### src/rtl/nf10_1g_rx_arb_pkg.sv
// Shared types and constants for the 1G receive-side packet arbiter.
// Used by nf10_1g_rx_arbiter and nf10_axis_out_reg.
package nf10_1g_rx_arb_pkg;

    localparam int PKT_CNT_WIDTH = 32;

    typedef enum logic {
        IDLE = 1'b0,
        PKT  = 1'b1
    } arb_state_t;

    typedef logic port_idx_t;

    // First valid port after last, wrapping back to last itself.
    function automatic port_idx_t rr_pick(
        input port_idx_t  last,
        input logic [1:0] valid
    );
        port_idx_t nxt;
        nxt = ~last;
        return valid[nxt] ? nxt : last;
    endfunction

endpackage

### src/rtl/nf10_axis_out_reg.sv
// Single registered AXI-Stream output stage with its upstream ready term.
// Holds the beat stable while the downstream stalls.
module nf10_axis_out_reg
    import nf10_1g_rx_arb_pkg::*;
#(
    parameter int C_AXIS_DATA_WIDTH  = 64,
    parameter int C_AXIS_TUSER_WIDTH = 128
) (
    input  logic                            clk,
    input  logic                            reset,
    input  logic [C_AXIS_DATA_WIDTH-1:0]    in_data,
    input  logic [C_AXIS_DATA_WIDTH/8-1:0]  in_strb,
    input  logic [C_AXIS_TUSER_WIDTH-1:0]   in_user,
    input  logic                            in_last,
    input  logic                            in_load,
    output logic                            in_ready,
    output logic [C_AXIS_DATA_WIDTH-1:0]    m_axis_tdata,
    output logic [C_AXIS_DATA_WIDTH/8-1:0]  m_axis_tstrb,
    output logic [C_AXIS_TUSER_WIDTH-1:0]   m_axis_tuser,
    output logic                            m_axis_tvalid,
    input  logic                            m_axis_tready,
    output logic                            m_axis_tlast
);

    assign in_ready = !m_axis_tvalid || m_axis_tready;

    always_ff @(posedge clk) begin
        if (reset) begin
            m_axis_tdata  <= '0;
            m_axis_tstrb  <= '0;
            m_axis_tuser  <= '0;
            m_axis_tlast  <= 1'b0;
            m_axis_tvalid <= 1'b0;
        end else if (in_load) begin
            m_axis_tdata  <= in_data;
            m_axis_tstrb  <= in_strb;
            m_axis_tuser  <= in_user;
            m_axis_tlast  <= in_last;
            m_axis_tvalid <= 1'b1;
        end else if (m_axis_tready) begin
            m_axis_tvalid <= 1'b0;
        end
    end

endmodule

### src/rtl/nf10_1g_rx_arbiter.sv
// Packet-granular round-robin merge of the two 1G receive streams.
// Define NF10_1G_RX_ARB_STATS_EN to build the per-port packet counters.
module nf10_1g_rx_arbiter
    import nf10_1g_rx_arb_pkg::*;
#(
    parameter int C_AXIS_DATA_WIDTH  = 64,
    parameter int C_AXIS_TUSER_WIDTH = 128
) (
    input  logic                            clk,
    input  logic                            reset,
    input  logic [C_AXIS_DATA_WIDTH-1:0]    s_axis_tdata_0,
    input  logic [C_AXIS_DATA_WIDTH/8-1:0]  s_axis_tstrb_0,
    input  logic [C_AXIS_TUSER_WIDTH-1:0]   s_axis_tuser_0,
    input  logic                            s_axis_tvalid_0,
    output logic                            s_axis_tready_0,
    input  logic                            s_axis_tlast_0,
    input  logic [C_AXIS_DATA_WIDTH-1:0]    s_axis_tdata_1,
    input  logic [C_AXIS_DATA_WIDTH/8-1:0]  s_axis_tstrb_1,
    input  logic [C_AXIS_TUSER_WIDTH-1:0]   s_axis_tuser_1,
    input  logic                            s_axis_tvalid_1,
    output logic                            s_axis_tready_1,
    input  logic                            s_axis_tlast_1,
    output logic [C_AXIS_DATA_WIDTH-1:0]    m_axis_tdata,
    output logic [C_AXIS_DATA_WIDTH/8-1:0]  m_axis_tstrb,
    output logic [C_AXIS_TUSER_WIDTH-1:0]   m_axis_tuser,
    output logic                            m_axis_tvalid,
    input  logic                            m_axis_tready,
    output logic                            m_axis_tlast,
    output logic [PKT_CNT_WIDTH-1:0]        pkt_cnt_0,
    output logic [PKT_CNT_WIDTH-1:0]        pkt_cnt_1
);

    arb_state_t state_q, state_d;
    port_idx_t  grant_q, grant_d;
    port_idx_t  last_q, last_d;

    logic [C_AXIS_DATA_WIDTH-1:0]   sel_data;
    logic [C_AXIS_DATA_WIDTH/8-1:0] sel_strb;
    logic [C_AXIS_TUSER_WIDTH-1:0]  sel_user;
    logic                           sel_valid;
    logic                           sel_last;
    logic                           out_ready;
    logic                           tready_g;
    logic                           accept;
    logic                           eop;

    assign sel_data  = grant_q ? s_axis_tdata_1  : s_axis_tdata_0;
    assign sel_strb  = grant_q ? s_axis_tstrb_1  : s_axis_tstrb_0;
    assign sel_user  = grant_q ? s_axis_tuser_1  : s_axis_tuser_0;
    assign sel_valid = grant_q ? s_axis_tvalid_1 : s_axis_tvalid_0;
    assign sel_last  = grant_q ? s_axis_tlast_1  : s_axis_tlast_0;

    assign tready_g = (state_q == PKT) && out_ready;
    assign accept   = tready_g && sel_valid;
    assign eop      = accept && sel_last;

    assign s_axis_tready_0 = tready_g && !grant_q;
    assign s_axis_tready_1 = tready_g && grant_q;

    always_ff @(posedge clk) begin
        if (reset) begin
            state_q <= IDLE;
            grant_q <= 1'b0;
            last_q  <= 1'b1;
        end else begin
            state_q <= state_d;
            grant_q <= grant_d;
            last_q  <= last_d;
        end
    end

    // Grant is decided in IDLE and frozen until the granted tlast is taken.
    always_comb begin
        state_d = state_q;
        grant_d = grant_q;
        last_d  = last_q;
        unique case (state_q)
            IDLE: begin
                if (s_axis_tvalid_0 || s_axis_tvalid_1) begin
                    grant_d = rr_pick(last_q,
                                      {s_axis_tvalid_1, s_axis_tvalid_0});
                    last_d  = grant_d;
                    state_d = PKT;
                end
            end
            PKT: begin
                if (eop) state_d = IDLE;
            end
        endcase
    end

    nf10_axis_out_reg #(
        .C_AXIS_DATA_WIDTH  (C_AXIS_DATA_WIDTH),
        .C_AXIS_TUSER_WIDTH (C_AXIS_TUSER_WIDTH)
    ) u_out_reg (
        .clk           (clk),
        .reset         (reset),
        .in_data       (sel_data),
        .in_strb       (sel_strb),
        .in_user       (sel_user),
        .in_last       (sel_last),
        .in_load       (accept),
        .in_ready      (out_ready),
        .m_axis_tdata  (m_axis_tdata),
        .m_axis_tstrb  (m_axis_tstrb),
        .m_axis_tuser  (m_axis_tuser),
        .m_axis_tvalid (m_axis_tvalid),
        .m_axis_tready (m_axis_tready),
        .m_axis_tlast  (m_axis_tlast)
    );

`ifdef NF10_1G_RX_ARB_STATS_EN
    logic [PKT_CNT_WIDTH-1:0] cnt_0_q;
    logic [PKT_CNT_WIDTH-1:0] cnt_1_q;

    always_ff @(posedge clk) begin
        if (reset) begin
            cnt_0_q <= '0;
            cnt_1_q <= '0;
        end else if (eop) begin
            if (grant_q) cnt_1_q <= cnt_1_q + PKT_CNT_WIDTH'(1);
            else         cnt_0_q <= cnt_0_q + PKT_CNT_WIDTH'(1);
        end
    end

    assign pkt_cnt_0 = cnt_0_q;
    assign pkt_cnt_1 = cnt_1_q;
`else
    assign pkt_cnt_0 = '0;
    assign pkt_cnt_1 = '0;
`endif

endmodule

### config.mk
export PLATFORM = sky130hd
export DESIGN_NAME = nf10_1g_rx_arbiter
export DESIGN_NICKNAME = d
export VERILOG_FILES = /design/src/rtl/nf10_1g_rx_arb_pkg.sv /design/src/rtl/nf10_axis_out_reg.sv /design/src/rtl/nf10_1g_rx_arbiter.sv
export SDC_FILE = /design/constraint.sdc
export NUM_CORES = 1
export LEC_CHECK = 0
export BUFFER_PORTS_ARGS = -buffer_cell sky130_fd_sc_hd__buf_4
export CAP_MARGIN = 20
export CELL_PAD_IN_SITES_DETAIL_PLACEMENT = 2
export CELL_PAD_IN_SITES_GLOBAL_PLACEMENT = 2
export CORE_AREA = 2 2 264 266
export DETAILED_ROUTE_END_ITERATION = 8
export DIE_AREA = 0 0 266 268
export PLACE_DENSITY_LB_ADDON = 0.1
export REMOVE_ABC_BUFFERS = 1
export SLEW_MARGIN = 25
export SYNTH_ARGS = -nofsm -noshare
export SYNTH_HDL_FRONTEND = slang
export SYNTH_SLANG_ARGS = --single-unit
### constraint.sdc
create_clock -name clk -period 1.6 [get_ports clk]
set_clock_uncertainty 0.2 [all_clocks]
set_input_delay 0.16 -clock clk [delete_from_list [all_inputs] [get_ports clk]]
set_output_delay 0.16 -clock clk [all_outputs]
set_load 0.01 [all_outputs]
Word-level counts from Yosys, hierarchy flattened
Cells that the tools add are included.
{"block": "op_classes", "mux": 13, "multipliers": 0, "n_lt_le_gt_ge": 1, "n_shift": 0, "add_sub_neg": 0, "bitwise": 2, "n_eq_ne": 0, "div": 0, "reduce_logical": 11}
{"op": "two-way mux 128 bit", "n": 1}
{"op": "two-way mux 64 bit", "n": 1}
{"op": "two-way mux 1 bit", "n": 9}
{"op": "two-way mux 8 bit", "n": 1}
{"op": "logical AND 1 bit", "n": 5}
{"op": "logical NOT 1 bit", "n": 2}
{"op": "logical OR 1 bit", "n": 2}
{"op": "< comparator 1 x 2 -> 1 bit, second input constant", "n": 1}
{"op": "NOT 1 bit", "n": 2}
{"op": "case mux 1 bit (2 select lines)", "n": 1}
{"op": "AND reduction 2 bit", "n": 1}
{"op": "nonzero test 2 bit", "n": 1}
{"block": "totals", "latchBits": 0, "inputBits": 407, "rom_bits": 0, "output_inout_bits": 268, "register_bits": 205, "wordCells": 35, "n_memories": 0, "mem_bits_rw": 0}

Logic depth before layout (Yosys ltp)
Gate-level depths: netlist of the first run.
{"block": "depth", "word_depth": 7, "ltp_mapped": 7, "depth_no_buf": 3}

Cells and area by module
A second synthesis of the first run with hierarchy kept.
{"block": "unflattened", "hier_cells": 958, "area_unflattened_um2": 10495.1}
{"module": "nf10_axis_out_reg", "area_each_um2": 7328.3, "instances": 1, "seq_area_each_um2": 4043.9, "cells_per_inst": 652}
{"module": "nf10_1g_rx_arbiter", "area_each_um2": 3166.8, "instances": 1, "seq_area_each_um2": 60.1, "cells_per_inst": 306}

Worst setup path before layout of the first run
No wires, ideal clock.
{"block": "synth_path", "path_kind": "register to register", "start": "register grant_q", "end": "register u_out_reg.m_axis_tdata[0]", "required_time_ns": 1.319, "setup_ns": 0.081, "synth_period_minus_slack_ns": 1.742, "path_slack_ns": -0.142, "path_buffers": 4, "stages_incl_launch_ff": 8, "arrival_time_ns": 1.460, "cell_sequence": "dfxtp_1 -> buf_4 -> mux2_4 -> and3_1 -> clkbuf_1 -> buf_6 -> buf_6 -> a211oi_2"}
{"block": "synth_between", "elab_chain_cells": 2, "word_cells_on_any_way": 3, "cone_classes": "2 x mux; 1 x reduce/logical"}
{"element": "start, declared", "line": "nf10_1g_rx_arbiter.sv:34", "text": "port_idx_t grant_q, grant_d;"}
{"element": "start signal, assigned", "line": "nf10_1g_rx_arbiter.sv:67", "text": "grant_q <= grant_d;"}
{"element": "two-way mux 1 bit", "line": "nf10_1g_rx_arbiter.sv:50", "text": "assign sel_valid = grant_q ? s_axis_tvalid_1 : s_axis_tvalid_0;"}
{"element": "logical AND 1 bit", "line": "nf10_1g_rx_arbiter.sv:54", "text": "assign accept = tready_g && sel_valid;"}
{"element": "end signal, assigned", "line": "nf10_axis_out_reg.sv:35", "text": "m_axis_tdata <= in_data;"}
{"element": "end, declared", "line": "nf10_axis_out_reg.sv:17", "text": "output logic [C_AXIS_DATA_WIDTH-1:0] m_axis_tdata,"}
Parallel ways exist; a longest one is shown, timed or not.
A chain may end at the register's enable or synchronous reset.

Final worst setup path of the first run
{"block": "layout_path", "start": "register u_out_reg.m_axis_tvalid", "end": "output s_axis_tready_1"}
{"block": "layout_between", "elab_chain_cells": 4}
{"element": "start, declared", "line": "nf10_axis_out_reg.sv:20", "text": "output logic m_axis_tvalid,"}
{"element": "start signal, assigned", "line": "nf10_axis_out_reg.sv:33", "text": "m_axis_tvalid <= 1'b0;"}
{"element": "start signal, assigned", "line": "nf10_axis_out_reg.sv:39", "text": "m_axis_tvalid <= 1'b1;"}
{"element": "start signal, assigned", "line": "nf10_axis_out_reg.sv:41", "text": "m_axis_tvalid <= 1'b0;"}
{"element": "logical NOT 1 bit", "line": "nf10_axis_out_reg.sv:25", "text": "assign in_ready = !m_axis_tvalid || m_axis_tready;"}
{"element": "logical OR 1 bit", "line": "nf10_axis_out_reg.sv:25"}
{"element": "logical AND 1 bit", "line": "nf10_1g_rx_arbiter.sv:53", "text": "assign tready_g = (state_q == PKT) && out_ready;"}
{"element": "logical AND 1 bit", "line": "nf10_1g_rx_arbiter.sv:58", "text": "assign s_axis_tready_1 = tready_g && grant_q;"}
{"element": "end, declared", "line": "nf10_1g_rx_arbiter.sv:21", "text": "output logic s_axis_tready_1,"}
Every way passes these cells.

==> impl_metrics.env, run 1 <==
export IMPL_path_clk_slew_ns=0.06
export IMPL_final_setup_worst_slack_ns=-0.410
export IMPL_clock_power_share=0.337
export IMPL_core_um2=68200
export IMPL_violations_in_the_final_reports="setup timing"
export IMPL_synth_cells_most_frequent="sky130_fd_sc_hd__dfxtp_1, sky130_fd_sc_hd__mux2i_1, sky130_fd_sc_hd__a31oi_1"
export IMPL_synth_enable_flop_cells=0
export IMPL_global_route_wire_length_before_repair_mm=94.4
export IMPL_min_period_ns=2.01
export IMPL_report_final_slew_viol_count=0
export IMPL_numClockSinks=205
export IMPL_synth_seq_cells=205
export IMPL_synth_warning_count=0
export IMPL_num_fill_cells=6898
export IMPL_fraction_of_synthesized_cell_area_taken_by_the_top_area_cell_type=0.368
export IMPL_switchingPower_mw=6.71
export IMPL_worst_skew_pair_late_latency_ns=0.58
export IMPL_root_buffer="sky130_fd_sc_hd__clkbuf_16"
export IMPL_run_status="finished with violations"
export IMPL_number_of_global_route_vias_before_repair=14696
export IMPL_h_tree_depth=1
export IMPL_cp_launch_type="register"
export IMPL_postRouteAntennaNets=0
export IMPL_minimum_hold_slack_ns=0.163
export IMPL_worst_ir_drop_vdd_mv=0.563
export IMPL_power_per_cell_area_nw_per_um2=766
export IMPL_ys_flop_type="sky130_fd_sc_hd__dfxtp_1"
export IMPL_dp_slack_ns=-0.316
export IMPL_dieHeight_um=268
export IMPL_worst_setup_path_end_kind="output port"
export IMPL_finalNetCount=2561
export IMPL_layout_area_overhead_vs_synth_pct=143
export IMPL_vias_per_cell=4.43
export IMPL_postSynthCellCount=1028
export IMPL_setup_worst_path_class="register to output port"
export IMPL_effective_utilization_at_floorplan=0.163
export IMPL_intPower_mw=14.1
export IMPL_share_comb_of_total_power=0.375
export IMPL_post_route_drc_count=0
export IMPL_critical_path_arrival_ns=1.65
export IMPL_syn_avg_cell_area_um2=10.8
export IMPL_synth_seq_area_share=0.368
export IMPL_tritoncts_num_buffers=30
export IMPL_grt_start_max_net_pins=69
export IMPL_cp_max_fo=3
export IMPL_hpwl_mm=42.3
export IMPL_finalSetupTns_ns=-62.14
export IMPL_final_setup_viol_count=207
export IMPL_top_post_synthesis_cells_by_area="sky130_fd_sc_hd__dfxtp_1, sky130_fd_sc_hd__a211oi_2, sky130_fd_sc_hd__mux2i_1, sky130_fd_sc_hd__a31oi_1, sky130_fd_sc_hd__buf_4"
export IMPL_cts_tree="done"
export IMPL_die_area_um2=71300
export IMPL_timing_critical_path_required_ns=1.24
export IMPL_post_route_period_util=1.26
export IMPL_synth_cell_area_um2=11100
export IMPL_design_portCount=675
export IMPL_max_clock_buf_depth=3
export IMPL_netlist_cell_type_count=25
export IMPL_num_vias=13577
export IMPL_async_flop_share=0
export IMPL_cellLeakagePower_nw=10.4
export IMPL_timing_fmax_mhz=497
export IMPL_post_drt_wl_per_cell_um=25.4
export IMPL_chip_width_um=266
export IMPL_post_synth_top_area_cell="sky130_fd_sc_hd__dfxtp_1"
export IMPL_placementRows=96
export IMPL_rsz_0062_raised_after_global_routing="yes"
export IMPL_max_capacitance_violation_total=0
export IMPL_final_hold_viol_count=0
export IMPL_port_buffers=610
export IMPL_pwr_share_seq=0.288
export IMPL_drt_wl_total_mm=77.9
export IMPL_min_delay_path_class="input port to register"
export IMPL_gp_weighted_congestion=0.707
export IMPL_grtUsageTotal=0.174
export IMPL_drt_initial_drc_count=302
export IMPL_ff2ff_path_depth=7
export IMPL_first_pass_iters=4
export IMPL_yosys_cell_count_top_type="sky130_fd_sc_hd__dfxtp_1"
export IMPL_antenna_found_initial=6
export IMPL_worst_slew_pin_slew_ns=0.518
export IMPL_drive_gt1_frac=0.587
export IMPL_global_route_overflow_total=0
export IMPL_switching_share=0.323
export IMPL_max_slew_margin_rel=0.655
export IMPL_min_delay_path_depth=4
==> power groups by stage <==
stage               Combinational [mW]  Clock (mW)  Sequential (mW)
floorplan                         1.91           0             6.28
global placement                  4.77           0             5.88
detailed placement                4.82           0             5.90
CTS                               5.84        7.25             5.80
global route                      8.19        7.47             6.02
finish                            7.79        7.01             5.97
==> layer usage <==
| metal | wire [um] | track usage | share of wire | up-vias |
|---|---|---|---|---|
| met1 | 30200 | 0.187 | 0.39 | 6864 |
| met5 | 0 | 0 | 0 | - |
| met2 | 42000 | 0.338 | 0.54 | 378 |
| met4 | 2540 | 0.0521 | 0.033 | 0 |
| met3 | 3210 | 0.0367 | 0.041 | 101 |
| li1 | - | - | - | 6234 |
==> final cells by class <==
class                   count  area [um2]  share of cell area
diodes                      6        15.0            0.000554
repair buffers           1228       12000               0.444
clock inverters             6        83.8             0.00309
flip-flops and latches    205        4110               0.152
multi-input cells         688        8830               0.326
inverters                   1        3.75            0.000138
clock buffers              50         937              0.0346
well taps                 882        1100              0.0407
==> worst paths after layout <==
| kind | slack [ns] | end | startpoint |
|---|---|---|---|
| worst max-delay path | -0.41 | s_axis_tready_1 | u_out_reg.m_axis_tvalid |
| worst max register to register | -0.37 | u_out_reg.m_axis_tdata[0] | grant_q |
| worst min register to register | 0.31 | u_out_reg.m_axis_tlast | u_out_reg.m_axis_tlast |
| worst min-delay path | 0.16 | u_out_reg.m_axis_tuser[106] | s_axis_tvalid_0 |
==> sequential cells by signal, indices dropped and copies added, names as in the netlist <==
signal,flops
state_q,1
u_out_reg.m_axis_tuser,128
last_q,1
u_out_reg.m_axis_tvalid,1
u_out_reg.m_axis_tstrb,8
grant_q,1
u_out_reg.m_axis_tdata,64
u_out_reg.m_axis_tlast,1
==> per-stage QoR <==
step	std cells	cell area [um2]	power (mW)	utilization
2_1_floorplan	890	10200	8.18	-
3_3_place_gp	2485	17200	10.6	0.252
3_5_place_dp	2485	17200	10.7	0.252
4_1_cts	2967	22700	18.9	0.333
5_1_grt	3066	27100	21.7	0.398
6_report	3066	27100	20.8	0.398
==> worst max-delay path: stages (launching register included) <==
cell and delay (ns):
sky130_fd_sc_hd__dfxtp_2 0.35, sky130_fd_sc_hd__nand2b_4 0.07, sky130_fd_sc_hd__buf_8 0.13, sky130_fd_sc_hd__buf_12 0.12, sky130_fd_sc_hd__buf_12 0.12, sky130_fd_sc_hd__and3_4 0.16
sky130_fd_sc_hd__buf_6 0.12
==> logic make-up after synthesis <==
| logic type | after synthesis | synth area share |
|---|---|---|
| buffers and inverters | 202 | 0.107 |
| AOI/OAI and AO/OA | 404 | 0.335 |
| other | 1 | 0.000337 |
| muxes | 203 | 0.183 |
| DFF | 205 | 0.368 |
| and+or+nand+nor | 13 | 0.00640 |
==> cells in the final DEF, fill, tap and decap left out, types with 7 or more instances in the layout <==
| master | n |
|---|---|
| sky130_fd_sc_hd__buf_12 | 51 |
| sky130_fd_sc_hd__dlygate4sd3_1 | 405 |
| sky130_fd_sc_hd__buf_8 | 12 |
| sky130_fd_sc_hd__a31oi_4 | 141 |
| sky130_fd_sc_hd__clkbuf_1 | 10 |
| sky130_fd_sc_hd__buf_16 | 15 |
| sky130_fd_sc_hd__buf_4 | 680 |
| sky130_fd_sc_hd__mux2i_1 | 149 |
| sky130_fd_sc_hd__conb_1 | 64 |
| sky130_fd_sc_hd__mux2i_4 | 28 |
| sky130_fd_sc_hd__a31oi_1 | 52 |
| sky130_fd_sc_hd__dfxtp_1 | 202 |
| sky130_fd_sc_hd__buf_6 | 28 |
| sky130_fd_sc_hd__clkbuf_16 | 65 |
| sky130_fd_sc_hd__mux2i_2 | 24 |
| sky130_fd_sc_hd__clkbuf_8 | 9 |
| sky130_fd_sc_hd__a31oi_2 | 7 |
| sky130_fd_sc_hd__a211oi_2 | 192 |
==> timing repair <==
action | CTS | global route
hold endpoints to repair | 205 | 0
gates cloned | 6 | 54
hold buffers | 405 | 0
pin swaps | 16 | 236
resized for setup | 28 | 481
setup endpoints to repair | 206 | 207
setup buffers | 15 | 49
No activity file was read; power rests on OpenSTA's default activity.
==> run 2: changes to the inputs <==
Settings changed: CORE_AREA 2 2 264 266 to 2 2 261 263, DIE_AREA 0 0 266 268 to 0 0 263 265.
Clock period 1.6 ns to 2.36 ns, I/O delays scaled along.
==> run 2 against run 1 <==
  * The flow finishes with violations (hold timing)
  * Setup slack gained 0.49 ns
  * First-iteration DRC count shrank 2.3%
  * Utilization is 7.5 points lower
  * Critical path type is now register to register
  * Clock-buffer cell count fell by 2
  * Combinational power down 52%
  * Hold slack got worse by 0.16 ns
  * Critical endpoint is now u_out_reg.m_axis_tuser[76]
  * Design area decreased by 21%
  * Register-to-register slack better by 0.45 ns
  * Non-clock buffer count down 172
  * Flip-flop and latch count did not move
  * Die area shrank 2.2%
  * Wire length fell by 21%
==> impl_metrics.env, run 2 (same netlist as run 1, synthesis figures left out) <==
export IMPL_layout_cells_most_common_list="sky130_fd_sc_hd__buf_4, sky130_fd_sc_hd__dlygate4sd3_1, sky130_fd_sc_hd__dfxtp_1"
export IMPL_cellLeakagePower_nw=8.57
export IMPL_violations_in_the_final_reports="hold timing"
export IMPL_path_clk_slew_ns=0.06
export IMPL_reg2reg_slack_ns=0.08
export IMPL_post_route_period_util=0.968
export IMPL_global_route_overflow_total=0
export IMPL_rr_endpoint="u_out_reg.m_axis_tuser[76]"
export IMPL_leading_registers_by_flop_count="u_out_reg.m_axis_tuser x128, u_out_reg.m_axis_tdata x64, u_out_reg.m_axis_tstrb x8"
export IMPL_numClockSinks=205
export IMPL_grt_start_max_net_pins=117
export IMPL_cts_tree="done"
export IMPL_gp_weighted_congestion=0.726
export IMPL_minimum_hold_slack_ns=-0.000243
export IMPL_effective_utilization_at_floorplan=0.167
export IMPL_worst_setup_path_end_kind="register"
export IMPL_min_period_ns=2.28
export IMPL_pwr_share_seq=0.330
export IMPL_dieHeight_um=265
export IMPL_die_area_um2=69700
export IMPL_chip_width_um=263
export IMPL_max_capacitance_violation_total=0
export IMPL_timing_critical_path_required_ns=2.66
export IMPL_switchingPower_mw=3.63
export IMPL_rsz_0062_raised_after_global_routing="yes"
export IMPL_layout_area_overhead_vs_synth_pct=93.1
export IMPL_post_route_drc_count=0
export IMPL_placementRows=95
export IMPL_intPower_mw=8.28
export IMPL_post_drt_wl_per_cell_um=21.3
export IMPL_max_slew_margin_rel=0.384
export IMPL_grtUsageTotal=0.163
export IMPL_cp_launch_type="register"
export IMPL_share_comb_of_total_power=0.312
export IMPL_largest_register_ff_count=128
export IMPL_final_setup_viol_count=0
export IMPL_top_register="u_out_reg.m_axis_tuser"
export IMPL_switching_share=0.305
export IMPL_worst_skew_pair_late_latency_ns=0.55
export IMPL_most_frequent_standard_cell_in_the_layout_excluding_fill_and_tap_cells="sky130_fd_sc_hd__buf_4"
export IMPL_whs_endpoint="u_out_reg.m_axis_tdata[15]"
export IMPL_port_buffers=610
export IMPL_finalNetCount=2384
export IMPL_drt_wl_total_mm=61.2
export IMPL_worst_slew_pin_slew_ns=0.924
export IMPL_clock_power_share=0.358
export IMPL_cp_max_fo=42
export IMPL_final_util=0.322
export IMPL_power_per_cell_area_nw_per_um2=554
export IMPL_cts_repair_timing_setup_buffer_count=0
export IMPL_ff2ff_path_depth=5
export IMPL_core_um2=66800
export IMPL_critical_path_arrival_ns=2.58
export IMPL_first_pass_iters=6
export IMPL_antenna_found_initial=2
export IMPL_timing_fmax_mhz=438
export IMPL_h_tree_depth=1
export IMPL_min_delay_path_class="input port to register"
export IMPL_start_point_of_the_worst_min_delay_path="reset"
export IMPL_worst_ir_drop_vdd_mv=0.424
export IMPL_finalSetupTns_ns=0
export IMPL_report_final_slew_viol_count=0
export IMPL_finalNonFillerCells=2873
export IMPL_setup_worst_path_class="register to register"
export IMPL_root_buffer="sky130_fd_sc_hd__clkbuf_16"
export IMPL_number_of_global_route_vias_before_repair=13872
export IMPL_timing_rr_start="grant_q"
export IMPL_max_clock_buf_depth=3
export IMPL_dp_cells=2411
export IMPL_tritoncts_num_buffers=29
export IMPL_vias_per_cell=4.30
export IMPL_design_portCount=675
export IMPL_min_delay_path_depth=2
export IMPL_run_status="finished with violations"
export IMPL_postRouteAntennaNets=0
export IMPL_final_hold_viol_count=1
export IMPL_global_route_wire_length_before_repair_mm=88.6
export IMPL_drive_gt1_frac=0.445
export IMPL_hpwl_mm=39.8
export IMPL_drt_initial_drc_count=295
export IMPL_num_vias=12366
-- run 2: final cells by class --
type / instances / area (um2)
tap: 873 / 1090
clock inverter: 4 / 20.0
fill: 7279 / 45300
multi-input combinational: 684 / 6120
inverter: 1 / 3.75
antenna: 2 / 5.00
timing repair buffer: 1056 / 9260
clock buffer: 48 / 898
sequential: 205 / 4110
-- run 2: worst max-delay path by stage --
stage / slack [ns] / end / cells after the start / startpoint
floorplan: -13.34 / state_q / 3 / grant_q
global placement: 0.27 / u_out_reg.m_axis_tuser[114] / 4 / grant_q
detailed placement: 0.28 / u_out_reg.m_axis_tuser[114] / 4 / grant_q
CTS: 0.003 / s_axis_tready_1 / 4 / grant_q
global route: -0.02 / s_axis_tready_0 / 5 / u_out_reg.m_axis_tvalid
finish: 0.08 / u_out_reg.m_axis_tuser[76] / 5 / grant_q
-- run 2: stage by stage --
stage	setup WS, ns	power, mW	hold slack (ns)	cell area, um2
2_1_floorplan	-13.34	5.55	0.101	10200
3_3_place_gp	0.271	7.05	0.272	16400
3_5_place_dp	0.278	7.09	0.309	16400
4_1_cts	0.00346	12.1	0.00392	21400
5_1_grt	-0.0217	12.6	0.0222	21500
6_report	0.0753	11.9	-0.000243	21500
-- run 2: layer usage --
layer / global-route usage / up-vias / part of all wire / routed length, um
met4: 0.0378 / 0 / 0.022 / 1340
met3: 0.0405 / 59 / 0.054 / 3310
met5: 0 / - / 0 / 0
li1: - / 5795 / - / -
met2: 0.315 / 339 / 0.54 / 33100
met1: 0.177 / 6173 / 0.38 / 23400
-- run 2: critical path, stage by stage, from the launching register on --
cell	delay (ns)
sky130_fd_sc_hd__dfxtp_4	0.38
sky130_fd_sc_hd__mux2_8	0.41
sky130_fd_sc_hd__and3_4	0.22
sky130_fd_sc_hd__buf_12	0.17
sky130_fd_sc_hd__a211oi_2	0.22
sky130_fd_sc_hd__dlygate4sd3_1	0.56
-- run 2: repair_timing --
action | in CTS | in global routing
resized for setup | 0 | 10
hold buffers | 405 | 0
endpoints found under the setup margin | 0 | 14
endpoints found under the hold margin | 204 | 0
-- run 2: power groups by stage --
stage / Clock, mW / Combinational [mW] / Sequential (mW)
2_1_floorplan: 0 / 1.29 / 4.25
3_3_place_gp: 0 / 3.06 / 3.99
3_5_place_dp: 0 / 3.08 / 4.01
4_1_cts: 4.48 / 3.71 / 3.94
5_1_grt: 4.61 / 3.99 / 3.97
6_report: 4.27 / 3.71 / 3.94
==> run 3: changes to the inputs <==
Settings changed: BUFFER_PORTS_ARGS -buffer_cell sky130_fd_sc_hd__buf_4 to -buffer_cell sky130_fd_sc_hd__buf_2, CTS_CLUSTER_DIAMETER from default to 150.
==> run 3 against run 2 <==
  * The run now ends clean
  * Non-clock buffer count is 11 lower
  * Combinational power fell by 11%
  * Via count decreased by 1.3%
  * Largest power group unchanged
==> impl_metrics.env, run 3 (same netlist as run 1, synthesis figures left out) <==
export IMPL_cp_launch_type="register"
export IMPL_leading_registers_by_flop_count="u_out_reg.m_axis_tuser x128, u_out_reg.m_axis_tdata x64, u_out_reg.m_axis_tstrb x8"
export IMPL_path_clk_slew_ns=0.06
export IMPL_final_setup_worst_slack_ns=0.0177
export IMPL_numClockSinks=205
export IMPL_critical_path_max_stage_delay_ns=0.60
export IMPL_drt_wl_total_mm=58.4
export IMPL_cellLeakagePower_nw=8.12
export IMPL_postRouteAntennaNets=0
export IMPL_max_capacitance_violation_total=0
export IMPL_run_status="finished clean"
export IMPL_num_vias=12209
export IMPL_crit_path_top_delay_cell="sky130_fd_sc_hd__dlygate4sd3_1"
export IMPL_post_route_drc_count=0
export IMPL_switching_share=0.310
export IMPL_metal3_wl_mm=3.16
export IMPL_post_route_period_util=0.992
export IMPL_seqCellArea_um2=4110
export IMPL_wirelength_met1_mm=23.0
export IMPL_timing_critical_path_required_ns=2.64
export IMPL_dp_cells=2407
export IMPL_global_route_overflow_total=0
export IMPL_antenna_found_initial=0
export IMPL_vias_per_cell=4.27
export IMPL_multi_input_comb_area_um2=6140
export IMPL_worst_setup_path_end_kind="register"
export IMPL_worst_slew_pin_slew_ns=0.919
export IMPL_drt_initial_drc_count=271
export IMPL_fin_total_pwr_mw=11.6
export IMPL_cts_repair_timing_setup_buffer_count=0
export IMPL_worst_skew_pair_late_latency_ns=0.56
export IMPL_final_setup_viol_count=0
export IMPL_h_tree_depth=1
export IMPL_core_um2=66800
export IMPL_power_per_cell_area_nw_per_um2=583
export IMPL_setup_worst_path_class="register to register"
export IMPL_drive_gt1_frac=0.446
export IMPL_timing_fmax_mhz=427
export IMPL_placed_instance_area_um2=14800
export IMPL_cp_max_fo=108
export IMPL_first_pass_iters=4
export IMPL_intPower_mw=7.98
export IMPL_chip_width_um=263
export IMPL_pwr_share_seq=0.340
export IMPL_cts_tree="done"
export IMPL_routed_wl_met2_mm=30.4
export IMPL_layout_area_overhead_vs_synth_pct=77.9
export IMPL_reg2reg_slack_ns=0.02
export IMPL_gp_weighted_congestion=0.734
export IMPL_clock_power_share=0.375
export IMPL_design_portCount=675
export IMPL_root_buffer="sky130_fd_sc_hd__clkbuf_16"
export IMPL_dieHeight_um=265
export IMPL_crit_path_cell_trace="buf_16, mux2i_1, dlygate4sd3_1, a211oi_2"
export IMPL_top_register="u_out_reg.m_axis_tuser"
export IMPL_post_drt_wl_per_cell_um=20.4
export IMPL_die_area_um2=69700
export IMPL_grtUsageTotal=0.159
export IMPL_layout_cells_most_common_list="sky130_fd_sc_hd__buf_2, sky130_fd_sc_hd__dlygate4sd3_1, sky130_fd_sc_hd__dfxtp_1"
export IMPL_grt_start_max_net_pins=109
export IMPL_share_comb_of_total_power=0.285
export IMPL_worst_ir_drop_vdd_mv=0.461
export IMPL_critical_path_arrival_ns=2.62
export IMPL_max_clock_buf_depth=3
export IMPL_fin_area_um2=19800
export IMPL_number_of_global_route_vias_before_repair=13852
export IMPL_min_delay_path_class="input port to register"
export IMPL_effective_utilization_at_floorplan=0.167
export IMPL_finalNetCount=2374
export IMPL_rsz_0062_raised_after_global_routing="yes"
export IMPL_placementRows=95
export IMPL_global_route_wire_length_before_repair_mm=86.7
export IMPL_largest_register_ff_count=128
export IMPL_min_period_ns=2.34
export IMPL_dp_slack_ns=0.131
export IMPL_num_antenna_cells=0
export IMPL_highest_signal_layer="met4"
export IMPL_most_frequent_standard_cell_in_the_layout_excluding_fill_and_tap_cells="sky130_fd_sc_hd__buf_2"
export IMPL_port_buffers=610
export IMPL_report_final_slew_viol_count=0
export IMPL_finalNonFillerCells=2860
export IMPL_num_fill_cells=7442
export IMPL_hpwl_mm=38.6
export IMPL_max_slew_margin_rel=0.387
export IMPL_tritoncts_num_buffers=29
export IMPL_switchingPower_mw=3.58
export IMPL_final_hold_viol_count=0
==> run 3: cell types whose count changed in the layout (fill, tap and decap cells not counted), sizes merged <==
cell,change
and3,+1
buf,-3
bufinv,+1
clkbuf,-6
diode,-2
dlygate4sd3,-5
dlymetal6s4s,+1
==> run 3: worst paths after layout <==
kind / from / endpoint / cells past startpoint
max reg2reg: grant_q / u_out_reg.m_axis_tuser[113] / 4
min: s_axis_tuser_1[5] / u_out_reg.m_axis_tuser[5] / 3
max: grant_q / u_out_reg.m_axis_tuser[113] / 4
min reg2reg: u_out_reg.m_axis_tlast / u_out_reg.m_axis_tlast / 2
==> run 3: worst max-delay path: cells and delay by family, from the launching register on <==
family | cells | cell delay [ns]
flops | 1 | 0.41
mux | 1 | 0.15
compound gates | 1 | 0.21
buf+inv | 2 | 0.99
==> run 3: power groups by stage <==
| stage | sequential [mW] | combinational, mW | clock, mW |
|---|---|---|---|
| after global placement | 3.98 | 2.69 | 0 |
| after CTS | 3.93 | 3.31 | 4.55 |
| after floorplan | 4.25 | 1.29 | 0 |
| after detailed placement | 4.00 | 2.73 | 0 |
| after global routing | 3.96 | 3.56 | 4.68 |
| final | 3.93 | 3.29 | 4.34 |
==> run 3: area by class of cell <==
cell class              count  area share
repair buffers           1045       0.381
clock buffers              46      0.0444
inverters                   1    0.000189
multi-input cells         685       0.310
clock inverters             5     0.00252
flip-flops and latches    205       0.207
well taps                 873      0.0551
==> run 3: timing repair <==
action,CTS,global route
cloned,0,1
hold buffers,401,0
endpoints found under the setup margin,1,10
hold endpoints to repair,202,0
gates resized for setup,1,9
==> run 3: metrics by stage <==
| step | hold slack, ns | TNS [ns] | utilization |
|---|---|---|---|
| floorplan | 0.101 | -2672.61 | - |
| global placement | 0.266 | 0 | 0.222 |
| detailed placement | 0.279 | 0 | 0.222 |
| CTS | 0.00469 | 0 | 0.296 |
| global route | 0.0243 | -0.0989 | 0.297 |
| finish | 0.0188 | 0 | 0.297 |
==> run 3: layer usage <==
layer	track usage	vias to the layer above
met4	0.0479	0
met3	0.0377	75
met2	0.294	353
met5	0	-
met1	0.179	5999
li1	-	5782
